--- config.mk ---
export PLATFORM = sky130hd
export DESIGN_NAME = mem_access_stage
export DESIGN_NICKNAME = d
export VERILOG_FILES = /design/src/rtl/mem_access_stage.sv
export SDC_FILE = /design/constraint.sdc
export NUM_CORES = 1
export LEC_CHECK = 0
export ABC_AREA = 1
export ABC_CLOCK_PERIOD_IN_PS = 4000
export BUFFER_PORTS_ARGS = -buffer_cell sky130_fd_sc_hd__buf_4
export CORE_MARGIN = 1
export CORE_UTILIZATION = 30
export DETAILED_ROUTE_END_ITERATION = 6
export GPL_TIMING_DRIVEN = 0
export PLACE_DENSITY = 0.54
export RECOVER_POWER = 25
export SLEW_MARGIN = 10
export SYNTH_ARGS = -nofsm -noshare
export SYNTH_HDL_FRONTEND = slang
export SYNTH_SLANG_ARGS = --single-unit
export TNS_END_PERCENT = 30
--- constraint.sdc ---
create_clock -name clk -period 4 [get_ports clk]
set_clock_uncertainty 0.1 [all_clocks]
set_input_delay 0.2 -clock clk [delete_from_list [all_inputs] [get_ports clk]]
set_output_delay 0.2 -clock clk [all_outputs]
set_load 0.01 [all_outputs]
--- src/rtl/mem_access_stage.sv ---
// mem_access_stage: pipeline memory stage between execute and register write-back.
//
// Captures the execute stage's ALU results, condition result and memory/write-back controls,
// then runs up to two sequential req/ack data-bus transactions (slot 1, then slot 2). Upstream
// is stalled while a transaction is outstanding. One registered write-back bundle is
// presented per accepted instruction, marked by a one-cycle out_valid_o strobe.
//
// Optional feature macro: MEM_ALIGN_CHECK_EN. When defined, a misaligned LW (addr[1:0] != 0) or
// LHU/LHS/SH (addr[0] == 1) skips its bus access, returns 0 in that slot, and raises fault_o
// with wb_op_o forced to 0. When undefined, fault_o stays 0 and low address bits are ignored.
//
// Ports:
//   clk, rst                 clock; asynchronous active-high reset
//   in_valid_i               execute outputs valid this cycle
//   r1_i, r2_i               ALU results (store data / pass-through values)
//   cres_i                   condition result; 0 squashes the instruction
//   m_a1_i, m_a2_i           slot 1/2 byte addresses
//   m_r1_op_i, m_r2_op_i     slot 1/2 memory ops
//   r_a1_i, r_a2_i, r_op_i   write-back register numbers and op
//   stall_o                  upstream must hold its inputs
//   out_valid_o              write-back bundle strobe
//   wb_d1_o, wb_d2_o         slot results
//   wb_a1_o, wb_a2_o, wb_op_o registered write-back controls
//   fault_o                  misaligned access in this bundle
//   bus_*                    req/ack data bus (word address, little-endian byte enables)
module mem_access_stage (
  input  logic        clk,
  input  logic        rst,
  input  logic        in_valid_i,
  input  logic [31:0] r1_i,
  input  logic [31:0] r2_i,
  input  logic        cres_i,
  input  logic [31:0] m_a1_i,
  input  logic [31:0] m_a2_i,
  input  logic [3:0]  m_r1_op_i,
  input  logic [3:0]  m_r2_op_i,
  input  logic [4:0]  r_a1_i,
  input  logic [4:0]  r_a2_i,
  input  logic [3:0]  r_op_i,
  output logic        stall_o,
  output logic        out_valid_o,
  output logic [31:0] wb_d1_o,
  output logic [31:0] wb_d2_o,
  output logic [4:0]  wb_a1_o,
  output logic [4:0]  wb_a2_o,
  output logic [3:0]  wb_op_o,
  output logic        fault_o,
  output logic        bus_req_o,
  output logic        bus_we_o,
  output logic [31:0] bus_addr_o,
  output logic [3:0]  bus_be_o,
  output logic [31:0] bus_wdata_o,
  input  logic [31:0] bus_rdata_i,
  input  logic        bus_ack_i
);

  localparam logic [3:0] OpLw  = 4'b0001;
  localparam logic [3:0] OpLhu = 4'b0010;
  localparam logic [3:0] OpLbu = 4'b0011;
  localparam logic [3:0] OpLhs = 4'b0100;
  localparam logic [3:0] OpLbs = 4'b0101;
  localparam logic [3:0] OpSw  = 4'b1000;
  localparam logic [3:0] OpSh  = 4'b1001;
  localparam logic [3:0] OpSb  = 4'b1010;

  typedef enum logic [1:0] {StIdle, StAcc1, StAcc2} state_e;

  function automatic logic is_load(input logic [3:0] op);
    return (op == OpLw) || (op == OpLhu) || (op == OpLbu) || (op == OpLhs) || (op == OpLbs);
  endfunction

  function automatic logic is_store(input logic [3:0] op);
    return (op == OpSw) || (op == OpSh) || (op == OpSb);
  endfunction

  function automatic logic [31:0] load_data(input logic [3:0] op, input logic [1:0] lane,
                                            input logic [31:0] rdata);
    logic [7:0]  b;
    logic [15:0] h;
    unique case (lane)
      2'd0:    b = rdata[7:0];
      2'd1:    b = rdata[15:8];
      2'd2:    b = rdata[23:16];
      default: b = rdata[31:24];
    endcase
    h = lane[1] ? rdata[31:16] : rdata[15:0];
    case (op)
      OpLhu:   return {16'h0, h};
      OpLhs:   return {{16{h[15]}}, h};
      OpLbu:   return {24'h0, b};
      OpLbs:   return {{24{b[7]}}, b};
      default: return rdata;
    endcase
  endfunction

`ifdef MEM_ALIGN_CHECK_EN
  function automatic logic misaligned(input logic [3:0] op, input logic [1:0] lane);
    return ((op == OpLw) && (lane != 2'b00)) ||
           (((op == OpLhu) || (op == OpLhs) || (op == OpSh)) && lane[0]);
  endfunction
`endif

  state_e      state_q, state_d;
  logic [3:0]  op1_q, op1_d, op2_q, op2_d;
  logic [31:0] a1_q, a1_d, a2_q, a2_d;
  logic        acc2_q, acc2_d;
  logic [31:0] wb_d1_q, wb_d1_d, wb_d2_q, wb_d2_d;
  logic [4:0]  wb_a1_q, wb_a1_d, wb_a2_q, wb_a2_d;
  logic [3:0]  wb_op_q, wb_op_d;
  logic        fault_q, fault_d;
  logic        out_valid_q, out_valid_d;

  logic        mis1, mis2, acc1_in, acc2_in;

`ifdef MEM_ALIGN_CHECK_EN
  assign mis1 = misaligned(m_r1_op_i, m_a1_i[1:0]);
  assign mis2 = misaligned(m_r2_op_i, m_a2_i[1:0]);
`else
  assign mis1 = 1'b0;
  assign mis2 = 1'b0;
`endif

  assign acc1_in = (is_load(m_r1_op_i) || is_store(m_r1_op_i)) && !mis1;
  assign acc2_in = (is_load(m_r2_op_i) || is_store(m_r2_op_i)) && !mis2;

  always_comb begin
    state_d     = state_q;
    op1_d       = op1_q;
    op2_d       = op2_q;
    a1_d        = a1_q;
    a2_d        = a2_q;
    acc2_d      = acc2_q;
    wb_d1_d     = wb_d1_q;
    wb_d2_d     = wb_d2_q;
    wb_a1_d     = wb_a1_q;
    wb_a2_d     = wb_a2_q;
    wb_op_d     = wb_op_q;
    fault_d     = fault_q;
    out_valid_d = 1'b0;
    unique case (state_q)
      StIdle: begin
        if (in_valid_i) begin
          op1_d   = m_r1_op_i;
          op2_d   = m_r2_op_i;
          a1_d    = m_a1_i;
          a2_d    = m_a2_i;
          wb_a1_d = r_a1_i;
          wb_a2_d = r_a2_i;
          acc2_d  = cres_i && acc2_in;
          if (!cres_i) begin
            wb_d1_d     = '0;
            wb_d2_d     = '0;
            wb_op_d     = '0;
            fault_d     = 1'b0;
            out_valid_d = 1'b1;
          end else begin
            // wb_dX doubles as store data during the access; loads overwrite it on ack.
            wb_d1_d = mis1 ? '0 : r1_i;
            wb_d2_d = mis2 ? '0 : r2_i;
            fault_d = mis1 || mis2;
            wb_op_d = (mis1 || mis2) ? 4'h0 : r_op_i;
            if (acc1_in)      state_d = StAcc1;
            else if (acc2_in) state_d = StAcc2;
            else              out_valid_d = 1'b1;
          end
        end
      end
      StAcc1: begin
        if (bus_ack_i) begin
          if (is_load(op1_q)) wb_d1_d = load_data(op1_q, a1_q[1:0], bus_rdata_i);
          if (acc2_q) begin
            state_d = StAcc2;
          end else begin
            state_d     = StIdle;
            out_valid_d = 1'b1;
          end
        end
      end
      StAcc2: begin
        if (bus_ack_i) begin
          if (is_load(op2_q)) wb_d2_d = load_data(op2_q, a2_q[1:0], bus_rdata_i);
          state_d     = StIdle;
          out_valid_d = 1'b1;
        end
      end
      default: state_d = StIdle;
    endcase
  end

  always_ff @(posedge clk or posedge rst) begin
    if (rst) begin
      state_q     <= StIdle;
      op1_q       <= '0;
      op2_q       <= '0;
      a1_q        <= '0;
      a2_q        <= '0;
      acc2_q      <= 1'b0;
      wb_d1_q     <= '0;
      wb_d2_q     <= '0;
      wb_a1_q     <= '0;
      wb_a2_q     <= '0;
      wb_op_q     <= '0;
      fault_q     <= 1'b0;
      out_valid_q <= 1'b0;
    end else begin
      state_q     <= state_d;
      op1_q       <= op1_d;
      op2_q       <= op2_d;
      a1_q        <= a1_d;
      a2_q        <= a2_d;
      acc2_q      <= acc2_d;
      wb_d1_q     <= wb_d1_d;
      wb_d2_q     <= wb_d2_d;
      wb_a1_q     <= wb_a1_d;
      wb_a2_q     <= wb_a2_d;
      wb_op_q     <= wb_op_d;
      fault_q     <= fault_d;
      out_valid_q <= out_valid_d;
    end
  end

  // Bus signals decode from state and captured operands only, so they stay constant until ack
  // and drop as soon as the asynchronous reset clears the state.
  logic [3:0]  cur_op;
  logic [31:0] cur_addr, cur_data;

  always_comb begin
    cur_op      = op1_q;
    cur_addr    = a1_q;
    cur_data    = wb_d1_q;
    if (state_q == StAcc2) begin
      cur_op   = op2_q;
      cur_addr = a2_q;
      cur_data = wb_d2_q;
    end
    bus_req_o   = 1'b0;
    bus_we_o    = 1'b0;
    bus_addr_o  = '0;
    bus_be_o    = '0;
    bus_wdata_o = '0;
    if (state_q != StIdle) begin
      bus_req_o  = 1'b1;
      bus_addr_o = {cur_addr[31:2], 2'b00};
      bus_be_o   = 4'hF;
      if (is_store(cur_op)) begin
        bus_we_o = 1'b1;
        unique case (cur_op)
          OpSb: begin
            bus_be_o    = 4'b0001 << cur_addr[1:0];
            bus_wdata_o = {4{cur_data[7:0]}};
          end
          OpSh: begin
            bus_be_o    = cur_addr[1] ? 4'b1100 : 4'b0011;
            bus_wdata_o = {2{cur_data[15:0]}};
          end
          default: bus_wdata_o = cur_data;
        endcase
      end
    end
  end

  assign stall_o     = (state_q != StIdle);
  assign out_valid_o = out_valid_q;
  assign wb_d1_o     = wb_d1_q;
  assign wb_d2_o     = wb_d2_q;
  assign wb_a1_o     = wb_a1_q;
  assign wb_a2_o     = wb_a2_q;
  assign wb_op_o     = wb_op_q;
  assign fault_o     = fault_q;

endmodule

==> flow_metrics.env <==
export IMPL_cap_violations=2
export IMPL_p_leak_nw=7.45
export IMPL_violations="max-capacitance violations"
export IMPL_regToRegStartpoint="state_q[1]"
export IMPL_gp_congestion=0.938
export IMPL_drt_iter0_markers=917
export IMPL_pre_cts_slack_ps=1510
export IMPL_viasPerCell=4.94
export IMPL_placed_cells=2321
export IMPL_die_h_um=184
export IMPL_drc=0
export IMPL_reg2reg_setup_slack_ps=1480
export IMPL_overflow=0
export IMPL_dieWidth_um=184
export IMPL_synth_cell_types=29
export IMPL_holdPathStages=5
export IMPL_reg2reg_to="wb_d1_o[25]"
export IMPL_min_to="wb_d1_o[0]"
export IMPL_criticalPathCategory="reg -> out"
export IMPL_ys_seq_elements=154
export IMPL_row_count=66
export IMPL_fin_crit_sh_pct=68.8
export IMPL_antenna_left=0
export IMPL_cts_reportedPaths_clkPinSlew_ps=80
export IMPL_max_slew_margin_pct=0.0172
export IMPL_synth_area_sq_um=9970
export IMPL_setup_viol=0
export IMPL_reg2reg_depth=9
export IMPL_tritoncts="built"
export IMPL_port_buffers=333
export IMPL_cp_max_fo=10
export IMPL_arrival_ps=2450
export IMPL_synth_top_area_share_pct=38.6
export IMPL_numCtsBuffers=17
export IMPL_clk_path_buf_depth=2
export IMPL_syn_avg_cell_area_sq_um=6.48
export IMPL_synth_edff_count=0
export IMPL_yosysTopAreaCell="dfrtp_1"
export IMPL_seq_area_frac_synth_pct=38.6
export IMPL_min_path_type="in -> reg"
export IMPL_grt_pass1_vias=11700
export IMPL_hold_viol=0
export IMPL_clock_fmax_ghz=0.363
export IMPL_setup_ws_ps=1250
export IMPL_drt_total_wl_mm=46.9
export IMPL_cts_root_buf="clkbuf_16"
export IMPL_hold_start="r1_i[0]"
export IMPL_post_cts_resized=0
export IMPL_endpoint_kind="primary output"
export IMPL_grt_antenna_before_repair=2
export IMPL_period_needed_ps=2750
export IMPL_max_slew_worst_pin_slew_ps=1500
export IMPL_antennaDiodeCount=0
export IMPL_wl_per_cell_um=19.2
export IMPL_io_pins=338
export IMPL_area_growth_pct=45.2
export IMPL_vdd_drop_max_mv=0.290
export IMPL_die_area_sq_um=34000
export IMPL_htree_levels=4
export IMPL_final_util_pct=44.4
export IMPL_synth_area_leaders="dfrtp_1 39%, nand2_1 21%, o21ai_0 8.3%"
export IMPL_grt_max_degree=36
export IMPL_clk_latency_ps=450
export IMPL_dr_pass1_iters=5
export IMPL_cp_data_required_time_ps=3700
export IMPL_final_cell_count_no_fill=2441
export IMPL_grt_pass1_wl_mm=70.0
export IMPL_synth_most_common_cell="nand2_1"
export IMPL_syn_instance_count=1540
export IMPL_routed_via_count=12100
export IMPL_yosysWarningCount=0
export IMPL_cts_sinks=154
export IMPL_place_hpwl_mm=36.8
export IMPL_track_usage_pct=27.7
export IMPL_report_final_slew_viol_count=0
export IMPL_drive_above_1_share_pct=21.9
export IMPL_fin_nets=2173
export IMPL_cp_start_kind="flip-flop"
export IMPL_start_util_pct=30.6
export IMPL_core_region_area_sq_um=32600
export IMPL_ys_flop_type="dfrtp_1"
export IMPL_async_flop_share_pct=100
export IMPL_tns_ps=0
export IMPL_outcome="finished with violations"
export IMPL_p_per_area_nw_per_um2=688
export IMPL_synth_common_cells="565 x nand2_1, 174 x nor2_1, 165 x o21ai_0"
export IMPL_rsz0062_at_grt="false"
-- worst max-delay path: stages, from the launching register on --
cell     delay (ps)
dfrtp_1         380
buf_6           150
inv_4            90
nand2_4          80
buf_2           220
o21ai_0         550
nand2_1         110
a21oi_1         260
buf_4           180
-- per-stage QoR --
stage | total power, mW | cell area (sq um) | hold slack, ps
floorplan | 5.89 | 9980 | 210
global placement | 8.21 | 13000 | 293
detailed placement | 8.27 | 13100 | 268
CTS | 10.1 | 14600 | 3.88
global route | 10.7 | 14500 | 52.0
finish | 9.97 | 14500 | 19.7
-- worst max path at each step --
stage | slack, ps | endpoint | depth (start not counted) | startpoint
after global routing | 840 | a2_q[25] | 4 | rst
after global placement | 520 | wb_d1_o[29] | 2 | rst
after CTS | 1220 | bus_addr_o[10] | 9 | state_q[1]
final | 1250 | bus_be_o[2] | 8 | state_q[0]
after detailed placement | 1510 | wb_d1_o[25] | 9 | state_q[1]
after floorplan | 1760 | a1_q[0] | 1 | rst
-- registers in the layout, indices dropped and copies added (netlist names), 2 cells and up --
signal and count:
wb_a1_o 5, op1_q 4, wb_a2_o 5, a2_q 32, wb_d2_o 32, op2_q 4
state_q 2, wb_d1_o 32, wb_op_o 4, a1_q 32
-- layer usage --
layer / routed length (um) / vias up / GRT usage [%]
met1: 19800 / 5654 / 35.3
met3: 3890 / 65 / 5.71
met4: 1180 / 2 / 9.53
met5: 17 / - / 0
met2: 22000 / 542 / 46.2
li1: - / 5803 / -
-- cells in the final DEF (no fill, tap or decap), types with 3 or more instances in the layout --
master         synthesis  final
nand2_1              565    565
nand4_1               27     27
clkbuf_1              35     65
clkinv_4               0      3
inv_8                  0      5
a21oi_1              105    105
o21ai_0              165    165
inv_2                  7      7
nand3_2                4      4
clkbuf_16              0     17
buf_12                 0      3
clkinv_8               0      5
dfrtp_1              154    154
nand2_4                6      6
nand3_1               81     81
o21ai_1               28     28
buf_6                  8      8
dlygate4sd3_1          0     88
o22ai_1                6      6
conb_1                 1      3
nor2_1               174    174
buf_2                 34     34
inv_1                 99     98
buf_4                 17    320
nand2_2                7      7
-- timing repair --
item | in CTS | in global routing
setup buffers | 0 | 0
hold endpoints to repair | 119 | 0
hold buffers | 88 | 0
-- where the power goes --
| group | leakage [nW] | internal, mW | switching [mW] | total, mW |
|---|---|---|---|---|
| Sequential | 1.91 | 2.26 | 0.551 | 2.82 |
| Combinational | 5.23 | 1.89 | 3.57 | 5.46 |
| Clock | 0.298 | 0.863 | 0.826 | 1.69 |
| Total | 7.45 | 5.02 | 4.95 | 9.97 |
-- kinds of logic after synthesis --
family	Yosys count	share of synthesized area, %
simple gates	874	36.3
buf+inv	203	9.35
other cells	1	0.0376
flops	154	38.6
compound gates	308	15.7
-- cell type report --
type,instances,area (sq um)
Inverter,108,410
Multi-Input combinational cell,1185,5190
Tap cell,442,553
Timing Repair Buffer,425,3340
Clock buffer,18,439
Fill cell,3554,18100
Buffer,95,523
Sequential cell,154,3850
Clock inverter,14,173
(Power assumes the default switching activity.)
